$ cat src/rtl/dircc_output_arbiter_if.sv
// Avalon-ST bundle between NUM_IN requesters, the output arbiter and the node output port,
// plus the arbiter's observable grant and orphan-drop counter.
interface dircc_output_arbiter_if #(
  parameter int NUM_IN  = 5,
  parameter int DATA_W  = 32,
  parameter int EMPTY_W = 2
);
  // Handshake: a word moves on a rising edge exactly when valid and ready are both high
  // in the cycle before it; ready may depend combinationally on valid, never the reverse.
  logic [NUM_IN*DATA_W-1:0]  in_data;
  logic [NUM_IN-1:0]         in_valid;
  logic [NUM_IN-1:0]         in_ready;
  logic [NUM_IN-1:0]         in_startofpacket;
  logic [NUM_IN-1:0]         in_endofpacket;
  logic [NUM_IN*EMPTY_W-1:0] in_empty;

  logic [DATA_W-1:0]         out_data;
  logic                      out_valid;
  logic                      out_ready;
  logic                      out_startofpacket;
  logic                      out_endofpacket;
  logic [EMPTY_W-1:0]        out_empty;

  logic [NUM_IN-1:0]         grant;
  logic [15:0]               drop_count;

  modport master (
    output in_data, in_valid, in_startofpacket, in_endofpacket, in_empty, out_ready,
    input  in_ready, out_data, out_valid, out_startofpacket, out_endofpacket, out_empty,
           grant, drop_count
  );

  modport slave (
    input  in_data, in_valid, in_startofpacket, in_endofpacket, in_empty, out_ready,
    output in_ready, out_data, out_valid, out_startofpacket, out_endofpacket, out_empty,
           grant, drop_count
  );
endinterface

$ cat src/rtl/dircc_output_arbiter.sv
// Packet-granular round-robin arbiter for one dircc node output link: the SOP winner
// keeps the link until its EOP word is accepted; stray non-SOP words are dropped while idle.
module dircc_output_arbiter #(
  parameter int NUM_IN  = 5,
  parameter int DATA_W  = 32,
  parameter int EMPTY_W = 2
) (
  input  logic                 clk_routing_clk,
  input  logic                 reset_routing_reset_n,
  dircc_output_arbiter_if.slave bus,
  output logic                 state_dbg_o
);
  localparam int IDX_W = (NUM_IN > 1) ? $clog2(NUM_IN) : 1;

  typedef enum logic {
    IDLE   = 1'b0,
    LOCKED = 1'b1
  } state_t;

  state_t           state_q, state_d;
  logic [IDX_W-1:0] last_q, last_d;
  logic [15:0]      drop_q, drop_d;

  logic [NUM_IN-1:0]  eligible;
  logic [NUM_IN-1:0]  orphan;
  logic [NUM_IN-1:0]  owner_oh;
  logic               win_found;
  logic [IDX_W-1:0]   win_idx;
  logic [3:0]         orphan_cnt;
  logic [16:0]        drop_sum;
  logic [DATA_W-1:0]  own_data;
  logic [EMPTY_W-1:0] own_empty;
  logic               own_valid, own_sop, own_eop;

  assign eligible = bus.in_valid & bus.in_startofpacket;
  assign orphan   = bus.in_valid & ~bus.in_startofpacket;
  assign owner_oh = NUM_IN'(1) << last_q;

  // last_q doubles as the owner index while LOCKED
  assign own_data  = bus.in_data[int'(last_q)*DATA_W +: DATA_W];
  assign own_empty = bus.in_empty[int'(last_q)*EMPTY_W +: EMPTY_W];
  assign own_valid = bus.in_valid[last_q];
  assign own_sop   = bus.in_startofpacket[last_q];
  assign own_eop   = bus.in_endofpacket[last_q];

  // Search upward from last_q+1 with wrap, so the previous winner has lowest priority
  always_comb begin : winner_search
    int c;
    win_found = 1'b0;
    win_idx   = last_q;
    for (int k = 1; k <= NUM_IN; k++) begin
      c = int'(last_q) + k;
      if (c >= NUM_IN) c = c - NUM_IN;
      if (!win_found && eligible[c]) begin
        win_found = 1'b1;
        win_idx   = IDX_W'(c);
      end
    end
  end

  always_comb begin : orphan_count
    orphan_cnt = '0;
    for (int i = 0; i < NUM_IN; i++) begin
      orphan_cnt = orphan_cnt + 4'(orphan[i]);
    end
    drop_sum = {1'b0, drop_q} + 17'(orphan_cnt);
  end

  always_comb begin : fsm_next
    state_d               = state_q;
    last_d                = last_q;
    drop_d                = drop_q;
    bus.in_ready          = '0;
    bus.grant             = '0;
    bus.out_data          = '0;
    bus.out_valid         = 1'b0;
    bus.out_startofpacket = 1'b0;
    bus.out_endofpacket   = 1'b0;
    bus.out_empty         = '0;
    case (state_q)
      IDLE: begin
        bus.in_ready = orphan;
        drop_d       = drop_sum[16] ? 16'hFFFF : drop_sum[15:0];
        if (win_found) begin
          state_d = LOCKED;
          last_d  = win_idx;
        end
      end
      LOCKED: begin
        bus.grant             = owner_oh;
        bus.out_data          = own_data;
        bus.out_valid         = own_valid;
        bus.out_startofpacket = own_sop;
        bus.out_endofpacket   = own_eop;
        bus.out_empty         = own_empty;
        bus.in_ready          = owner_oh & {NUM_IN{bus.out_ready}};
        if (own_valid && bus.out_ready && own_eop) begin
          state_d = IDLE;
        end
      end
      default: state_d = IDLE;
    endcase
  end

  always_ff @(posedge clk_routing_clk or negedge reset_routing_reset_n) begin
    if (!reset_routing_reset_n) begin
      state_q <= IDLE;
      last_q  <= IDX_W'(NUM_IN - 1);
      drop_q  <= '0;
    end else begin
      state_q <= state_d;
      last_q  <= last_d;
      drop_q  <= drop_d;
    end
  end

  assign bus.drop_count = drop_q;
  assign state_dbg_o    = (state_q == LOCKED);
endmodule

$ cat src/flat_wrapper.sv
// flat-port wrapper written by rule: the top's interface ports become plain ports
module dircc_output_arbiter_flat 
#(
  parameter int NUM_IN  = 5,
  parameter int DATA_W  = 32,
  parameter int EMPTY_W = 2
)
  (clk_routing_clk, reset_routing_reset_n, state_dbg_o, bus_in_data, bus_in_valid, bus_in_startofpacket, bus_in_endofpacket, bus_in_empty, bus_out_ready, bus_in_ready, bus_out_data, bus_out_valid, bus_out_startofpacket, bus_out_endofpacket, bus_out_empty, bus_grant, bus_drop_count);
  dircc_output_arbiter_if #(.NUM_IN(NUM_IN), .DATA_W(DATA_W), .EMPTY_W(EMPTY_W)) bus_i ();
  input  logic clk_routing_clk;
  input  logic reset_routing_reset_n;
  output logic state_dbg_o;
  input wire logic [$bits(bus_i.in_data)-1:0] bus_in_data;
  input wire logic [$bits(bus_i.in_valid)-1:0] bus_in_valid;
  input wire logic [$bits(bus_i.in_startofpacket)-1:0] bus_in_startofpacket;
  input wire logic [$bits(bus_i.in_endofpacket)-1:0] bus_in_endofpacket;
  input wire logic [$bits(bus_i.in_empty)-1:0] bus_in_empty;
  input wire logic [$bits(bus_i.out_ready)-1:0] bus_out_ready;
  output wire logic [$bits(bus_i.in_ready)-1:0] bus_in_ready;
  output wire logic [$bits(bus_i.out_data)-1:0] bus_out_data;
  output wire logic [$bits(bus_i.out_valid)-1:0] bus_out_valid;
  output wire logic [$bits(bus_i.out_startofpacket)-1:0] bus_out_startofpacket;
  output wire logic [$bits(bus_i.out_endofpacket)-1:0] bus_out_endofpacket;
  output wire logic [$bits(bus_i.out_empty)-1:0] bus_out_empty;
  output wire logic [$bits(bus_i.grant)-1:0] bus_grant;
  output wire logic [$bits(bus_i.drop_count)-1:0] bus_drop_count;
  assign bus_i.in_data = bus_in_data;
  assign bus_i.in_valid = bus_in_valid;
  assign bus_i.in_startofpacket = bus_in_startofpacket;
  assign bus_i.in_endofpacket = bus_in_endofpacket;
  assign bus_i.in_empty = bus_in_empty;
  assign bus_i.out_ready = bus_out_ready;
  assign bus_in_ready = bus_i.in_ready;
  assign bus_out_data = bus_i.out_data;
  assign bus_out_valid = bus_i.out_valid;
  assign bus_out_startofpacket = bus_i.out_startofpacket;
  assign bus_out_endofpacket = bus_i.out_endofpacket;
  assign bus_out_empty = bus_i.out_empty;
  assign bus_grant = bus_i.grant;
  assign bus_drop_count = bus_i.drop_count;
  dircc_output_arbiter #(.NUM_IN(NUM_IN), .DATA_W(DATA_W), .EMPTY_W(EMPTY_W)) u_core (.clk_routing_clk(clk_routing_clk), .reset_routing_reset_n(reset_routing_reset_n), .bus(bus_i), .state_dbg_o(state_dbg_o));
endmodule
$ cat config.mk
export PLATFORM = sky130hd
export DESIGN_NAME = dircc_output_arbiter_flat
export DESIGN_NICKNAME = d
export VERILOG_FILES = /design/src/rtl/dircc_output_arbiter_if.sv /design/src/rtl/dircc_output_arbiter.sv /design/src/flat_wrapper.sv
export SDC_FILE = /design/constraint.sdc
export NUM_CORES = 1
export LEC_CHECK = 0
export CORE_MARGIN = 1
export CORE_UTILIZATION = 40
export CTS_CLUSTER_DIAMETER = 30
export CTS_CLUSTER_SIZE = 8
export DETAILED_ROUTE_END_ITERATION = 10
export PLACE_DENSITY_LB_ADDON = 0.3
export REMOVE_ABC_BUFFERS = 1
export SLEW_MARGIN = 10
export SYNTH_ARGS = -nofsm -noshare
export SYNTH_HDL_FRONTEND = slang
export SYNTH_SLANG_ARGS = --single-unit
$ cat constraint.sdc
create_clock -name clk_routing_clk -period 6.94 [get_ports clk_routing_clk]
set_clock_uncertainty 0.15 [all_clocks]
set_input_delay 0.694 -clock clk_routing_clk [delete_from_list [all_inputs] [get_ports clk_routing_clk]]
set_output_delay 0.694 -clock clk_routing_clk [all_outputs]
set_load 0.005 [all_outputs]
==> impl_metrics.yaml, run 1 <==
outcome:
  outcome: "complete, no violations"
timing:
  finalSetupViolations: 0
  slew_headroom_pct: 37.4
  setup_tns_ns: 0
  grt_setup_unrepaired: "no"
  timing.hold.ws_ns: 0.407
  finalCritPeriodShare_pct: 66.4
  period_minus_slack_ns: 4.61
  timing.fmax_mhz: 217
  hold_viol: 0
  maxSlewViolCount: 0
  tightest_slew_ns: 0.938
global_routing:
  gr-usage-all-layers_pct: 31.0
  grt_pass1_vias: 4576
  grt_overflow_total: 0
  antenna_found_initial: 1
  grt_pass1_wl_mm: 23.9
  grt_max_degree: 60
synth:
  synth_cell_type_count: 76
  synth_area_sq_um: 3800
  synthArstFlopShare_pct: 100
  yosys_warnings: 0
  ys_ff_latch: 20
  syn_area_per_cell_sq_um: 8.77
  netlist_instances: 433
  synth_area_leaders: "mux4_2 23%, dfrtp_1 13%, a22oi_1 7.7%"
  synth-edff-count: 0
  yosysSeqAreaShare_pct: 13.2
  synthFlopType: "dfrtp_1"
  synth_top_area_share_pct: 22.5
  yosys.area.top_type: "mux4_2"
clock_tree:
  cts_resized: 0
  cts_made_buffers: 3
  cts_setup_buffers: 0
  clk_latency_ns: 0.27
  h-tree-depth: 1
  clock_sinks: 20
  cts_tree: "done"
  holdBufCountCts: 0
  cts_buffer_depth: 2
  cts_root_buf: "clkbuf_8"
  clk_pin_slew_ns: 0.08
die:
  dieWidth_um: 99.5
  die-area_sq_um: 9890
  dieHeight_um: 99.5
  core_area_sq_um: 9240
  rows: 35
  io_pins: 252
  start_util_pct: 41.1
drt:
  topRoutingLayerUsed: "met4"
  ant_nets: 0
  route.detailed.drc: 0
  via_count: 4561
  drt_iter0_drc: 302
  wl_met2_mm: 8.00
  viasPerCell: 5.75
  drt_first_pass_iters: 5
  met3_length_mm: 1.57
  wl_per_cell_um: 20.2
  wirelength_mm: 16.0
  drt-met1-wl_mm: 5.83
setup_path:
  critPathLaunchType: "input pin"
  cp_data_required_time_ns: 6.94
  critical-path-top-cell-by-count: "inv_1"
  worstPathCellList: "clkdlybuf4s50_1 -> nor2b_1 -> ha_1 -> inv_1 -> fa_1 -> inv_1 -> ha_1 -> inv_1 -> fa_1 -> inv_1 -> ha_1 -> a21o_1 -> a21oi_1 -> nor4b_1 -> nor2b_1 -> nand2_1 -> xor2_1 -> nand2_1"
  critPathCaptureType: "flop"
  worst_ep_arrival_time_ns: 4.60
  crit_slowest_cell: "nor4b_1"
  cp_max_fo: 5
  slowest_delay_ns: 0.73
  crit_type: "in -> reg"
cells_and_area:
  regArea_sq_um: 507
  multi_input_area_sq_um: 3080
  n_fill_cell: 723
  drive_gt1_share_pct: 10.9
  area_growth_syn_to_layout_pct: 69.8
  final_nets: 873
  layoutNonFillerInstCount: 793
placement:
  port_buffers: 251
  gp_congestion: 0.914
  dp.cells: 788
  hpwl_mm: 13.0
job:
  maxCapViolations: 0
power:
  p_leak_nw: 2.59
  total_power_mw: 2.37
  vdd_drop_max_uv: 202
  powerDensity_nw_per_um2: 368
worst_hold_path:
  hold_class: "reg -> reg"
==> cell families after synthesis <==
logic type	count (synthesis)	synth area share (%)
buffers and inverters	50	5.76
AO/OA/AOI/OAI	117	23.7
adder cells (fa/ha/maj)	21	7.71
XOR/XNOR	19	4.58
AND/OR/NAND/NOR	164	21.4
flip-flops	20	13.2
multiplexers	42	23.6
==> power breakdown <==
group          internal (mW)  switching (mW)  total (mW)
registers              0.144          0.0481       0.192
logic                   1.06            1.01        2.06
clock network         0.0771          0.0421       0.119
==> layer usage <==
metal | GRT usage [%] | up-vias
met2 | 55.2 | 251
met3 | 7.52 | 37
met5 | 0 | -
met1 | 35.7 | 2150
li1 | - | 2123
met4 | 12.7 | 0
==> path summary, 6_finish.rpt <==
path,from,end,slack (ns),depth (start not counted)
worst max-delay path,bus_in_valid[1],u_core.bus.drop_count[11]$_DFFE_PN0N_,2.33,18
worst min-delay path,u_core.bus.drop_count[9]$_DFFE_PN0N_,u_core.bus.drop_count[9]$_DFFE_PN0N_,0.41,2
worst max register to register,u_core.last_q[2]$_DFFE_PN1P_,u_core.last_q[1]$_DFFE_PN0P_,2.74,11
worst min register to register,u_core.bus.drop_count[9]$_DFFE_PN0N_,u_core.bus.drop_count[9]$_DFFE_PN0N_,0.41,2
max in group asynchronous,reset_routing_reset_n,u_core.last_q[0]$_DFFE_PN0P_,5.21,1
min in group asynchronous,reset_routing_reset_n,u_core.bus.drop_count[12]$_DFFE_PN0N_,0.77,1
==> worst max-delay path: cells and delay by family <==
| kind | cells | cell delay [ns] |
|---|---|---|
| compound gates | 2 | 0.17 |
| simple gates | 5 | 1.28 |
| xor+xnor | 1 | 0.13 |
| buf+inv | 5 | 0.81 |
| fa+ha+maj | 5 | 1.51 |
==> Yosys cell counts (5+ instances only) <==
| master | count |
|---|---|
| nor2_1 | 51 |
| a22oi_1 | 39 |
| mux4_2 | 38 |
| nand2_1 | 36 |
| dfrtp_1 | 19 |
| clkbuf_1 | 17 |
| ha_1 | 17 |
| inv_1 | 17 |
| nand3_1 | 17 |
| o21ai_0 | 12 |
| a21oi_1 | 10 |
| nor3_1 | 10 |
| xnor2_1 | 10 |
| and3_1 | 8 |
| xor2_1 | 8 |
| buf_2 | 7 |
| nand2b_1 | 7 |
| nor2b_1 | 7 |
| and2_1 | 6 |
| a21o_1 | 5 |
==> area by class of cell <==
cell class,count,share of cell area [%]
multi-input cells,363,47.8
repair buffers,256,39.5
flip-flops and latches,20,7.86
well taps,129,2.50
inverters,20,1.16
clock buffers,3,0.640
clock inverters,1,0.466
diodes,1,0.0388
==> stage by stage <==
stage	instance area [sq um]	utilization (%)	setup slack [ns]
6_report	6450	69.8	2.33
2_1_floorplan	3650	-	1.93
3_5_place_dp	6380	69.0	2.06
5_1_grt	6450	69.8	2.03
4_1_cts	6450	69.8	2.34
3_3_place_gp	6380	69.0	2.13
==> flip-flops by register name, summed over array words and instances (netlist names) <==
signal and cells:
u_core.bus.drop_count 16, u_core.last_q 3, u_core.state_dbg_o 1
==> cells in the final DEF (no fill, tap or decap), drive strengths merged, types with 2 or more instances in the layout <==
cell type      count
a22o               4
a22oi             39
dfrtp             19
a221oi             2
fa                 4
a221o              2
nor3              10
clkinv             2
clkbuf             3
mux2i              3
xnor2             11
o21ai             17
and2               7
mux4              38
nand2b             7
ha                17
nor2b              7
or2                5
a211oi             3
nand3             18
clkdlybuf4s50    251
buf                5
and3               9
a21o               5
o211ai             5
nand4              3
a211o              2
o31ai              3
nor2              51
a21oi             13
o2bb2ai            2
nor4               2
a21boi             2
nand2             36
o31a               2
o22ai              2
xor2               8
or4                3
inv               18
Power figures use the tool's default switching activity.
==> inputs of run 2 (changes only) <==
--- a/config.mk
+++ b/config.mk
@@ -6,7 +6,7 @@
 export NUM_CORES = 1
 export LEC_CHECK = 0
 export CORE_MARGIN = 1
-export CORE_UTILIZATION = 40
+export CORE_UTILIZATION = 37
 export CTS_CLUSTER_DIAMETER = 30
 export CTS_CLUSTER_SIZE = 8
 export DETAILED_ROUTE_END_ITERATION = 10
==> constraint.sdc (replaced) <==
create_clock -name clk_routing_clk -period 4.3 [get_ports clk_routing_clk]
set_clock_uncertainty 0.15 [all_clocks]
set_input_delay 0.43 -clock clk_routing_clk [delete_from_list [all_inputs] [get_ports clk_routing_clk]]
set_output_delay 0.43 -clock clk_routing_clk [all_outputs]
set_load 0.005 [all_outputs]
==> impl_metrics.yaml, run 2 (synthesis gave the netlist of run 1 again) <==
die:
  die-area_sq_um: 10700
  dieWidth_um: 103
  core_area_sq_um: 9860
  io_pins: 252
  dieHeight_um: 103
  start_util_pct: 38.5
  rows: 36
cells_and_area:
  largest_register_ffs: 16
  area_growth_syn_to_layout_pct: 72.9
  layout_common_cells: "251 x clkdlybuf4s50_1, 51 x nor2_1, 39 x a22oi_1, 38 x mux4_2, 36 x nand2_1"
  drive_gt1_share_pct: 13.2
  final_nets: 890
  antenna_cells: 0
  n_fill_cell: 771
  postLayoutCellArea_sq_um: 6570
  layoutNonFillerInstCount: 813
  final_common_cell: "clkdlybuf4s50_1"
timing:
  finalCritPeriodShare_pct: 96.5
  slew_headroom_pct: 40.3
  grt_setup_unrepaired: "no"
  maxSlewViolCount: 0
  tightest_slew_ns: 0.892
  timing.fmax_mhz: 241
  period_minus_slack_ns: 4.15
  timing.hold.ws_ns: 0.397
  finalSetupViolations: 0
  hold_viol: 0
clock_tree:
  cts_tree: "done"
  holdBufCountCts: 0
  cts_root_buf: "clkbuf_8"
  cts_setup_buffers: 0
  clk_pin_slew_ns: 0.07
  cts_buffer_depth: 2
  clock_sinks: 20
  cts_made_buffers: 3
  h-tree-depth: 1
  clk_latency_ns: 0.26
  cts_resized: 0
worst_hold_path:
  min_to: "u_core.bus.drop_count[15]$_DFFE_PN0N_"
  hold_class: "reg -> reg"
  min_from: "u_core.bus.drop_count[15]$_DFFE_PN0N_"
  whs_path_depth: 2
drt:
  wl_per_cell_um: 19.8
  drt_iter0_drc: 238
  route.detailed.drc: 0
  wirelength_mm: 16.1
  drt_first_pass_iters: 5
  viasPerCell: 5.70
  via_count: 4631
  ant_nets: 0
setup_path:
  critPathLaunchType: "input pin"
  reg2reg_depth: 10
  crit_type: "in -> reg"
  cp_data_required_time_ns: 4.29
  rr_startpoint: "u_core.last_q[1]$_DFFE_PN0P_"
  rrSetupSlack_ns: 0.63
  r2r-end: "u_core.last_q[1]$_DFFE_PN0P_"
  worst_ep_arrival_time_ns: 4.13
  critPathCaptureType: "flop"
  cp_max_fo: 5
placement:
  gp_congestion: 0.982
  dp.cells: 809
  port_buffers: 251
  hpwl_mm: 13.2
  post_dp_cell_area_sq_um: 6510
outcome:
  outcome: "complete, no violations"
job:
  maxCapViolations: 0
global_routing:
  grt_overflow_total: 0
  gr-usage-all-layers_pct: 27.7
  grt_max_degree: 38
  antenna_found_initial: 0
  grt_pass1_wl_mm: 22.3
  grt_pass1_vias: 4278
power:
  vdd_drop_max_uv: 286
  powerDensity_nw_per_um2: 579
  p_leak_nw: 2.67
[run 2: stage by stage]
step | utilization, % | total power, mW | setup slack, ns | TNS [ns]
after global routing | 66.6 | 4.10 | 0.0180 | 0
after CTS | 66.5 | 3.78 | 0.164 | 0
after detailed placement | 66.0 | 3.62 | -0.0872 | -0.195
final | 66.6 | 3.80 | 0.152 | 0
after floorplan | - | 2.31 | -0.707 | -13.70
after global placement | 66.0 | 3.57 | 0.0574 | 0
[run 2: final cells by class]
| cell class | count | area [sq um] | share of cell area (%) |
|---|---|---|---|
| clock buffers | 4 | 55.1 | 0.838 |
| flip-flops and latches | 20 | 507 | 7.71 |
| inverters | 20 | 75.1 | 1.14 |
| well taps | 133 | 166 | 2.53 |
| repair buffers | 273 | 2680 | 40.8 |
| multi-input cells | 363 | 3090 | 47.0 |
[run 2: critical path: stages]
cell	delay, ns
clkdlybuf4s50_1	0.56
nor2b_1	0.10
ha_1	0.29
inv_1	0.05
fa_1	0.52
inv_1	0.05
ha_1	0.20
inv_1	0.07
fa_1	0.40
inv_1	0.12
ha_1	0.25
a21o_1	0.15
a21oi_1	0.23
nor4b_1	0.09
buf_4	0.20
nor2b_1	0.13
nand2_1	0.08
xor2_1	0.15
nand2_1	0.07
[run 2: metal layers]
layer | wire, um | up-vias | share of wire (%) | track usage [%]
met5 | 0 | - | 0 | 0
met4 | 210 | 0 | 1.3 | 4.77
met3 | 1690 | 16 | 11 | 6.38
met2 | 8170 | 262 | 51 | 49.4
met1 | 6040 | 2201 | 37 | 34.4
li1 | - | 2152 | - | -
[run 2: worst max path at each step]
stage                            startpoint                               endpoint  cells after the start
6_report            bus_in_startofpacket[0]  u_core.bus.drop_count[11]$_DFFE_PN0N_                     19
5_1_grt             bus_in_startofpacket[0]  u_core.bus.drop_count[11]$_DFFE_PN0N_                     19
4_1_cts             bus_in_startofpacket[0]  u_core.bus.drop_count[14]$_DFFE_PN0N_                     17
3_5_place_dp        bus_in_startofpacket[0]  u_core.bus.drop_count[14]$_DFFE_PN0N_                     17
3_3_place_gp        bus_in_startofpacket[0]  u_core.bus.drop_count[14]$_DFFE_PN0N_                     17
2_1_floorplan  u_core.last_q[0]$_DFFE_PN0P_           u_core.last_q[0]$_DFFE_PN0P_                      9
[run 2: power by group]
| group | total, mW | internal, mW | switching, mW |
|---|---|---|---|
| clock network | 0.142 | 0.0815 | 0.0606 |
| registers | 0.326 | 0.233 | 0.0932 |
| logic | 3.33 | 1.74 | 1.59 |
| total | 3.80 | 2.06 | 1.74 |
==> inputs of run 3 (changes only) <==
--- a/config.mk
+++ b/config.mk
@@ -5,7 +5,6 @@
 export SDC_FILE = /design/constraint.sdc
 export NUM_CORES = 1
 export LEC_CHECK = 0
-export CORE_MARGIN = 1
 export CORE_UTILIZATION = 37
 export CTS_CLUSTER_DIAMETER = 30
 export CTS_CLUSTER_SIZE = 8
==> results of run 3 <==
The final DEF is identical to that of run 2; final timing and power are the same.
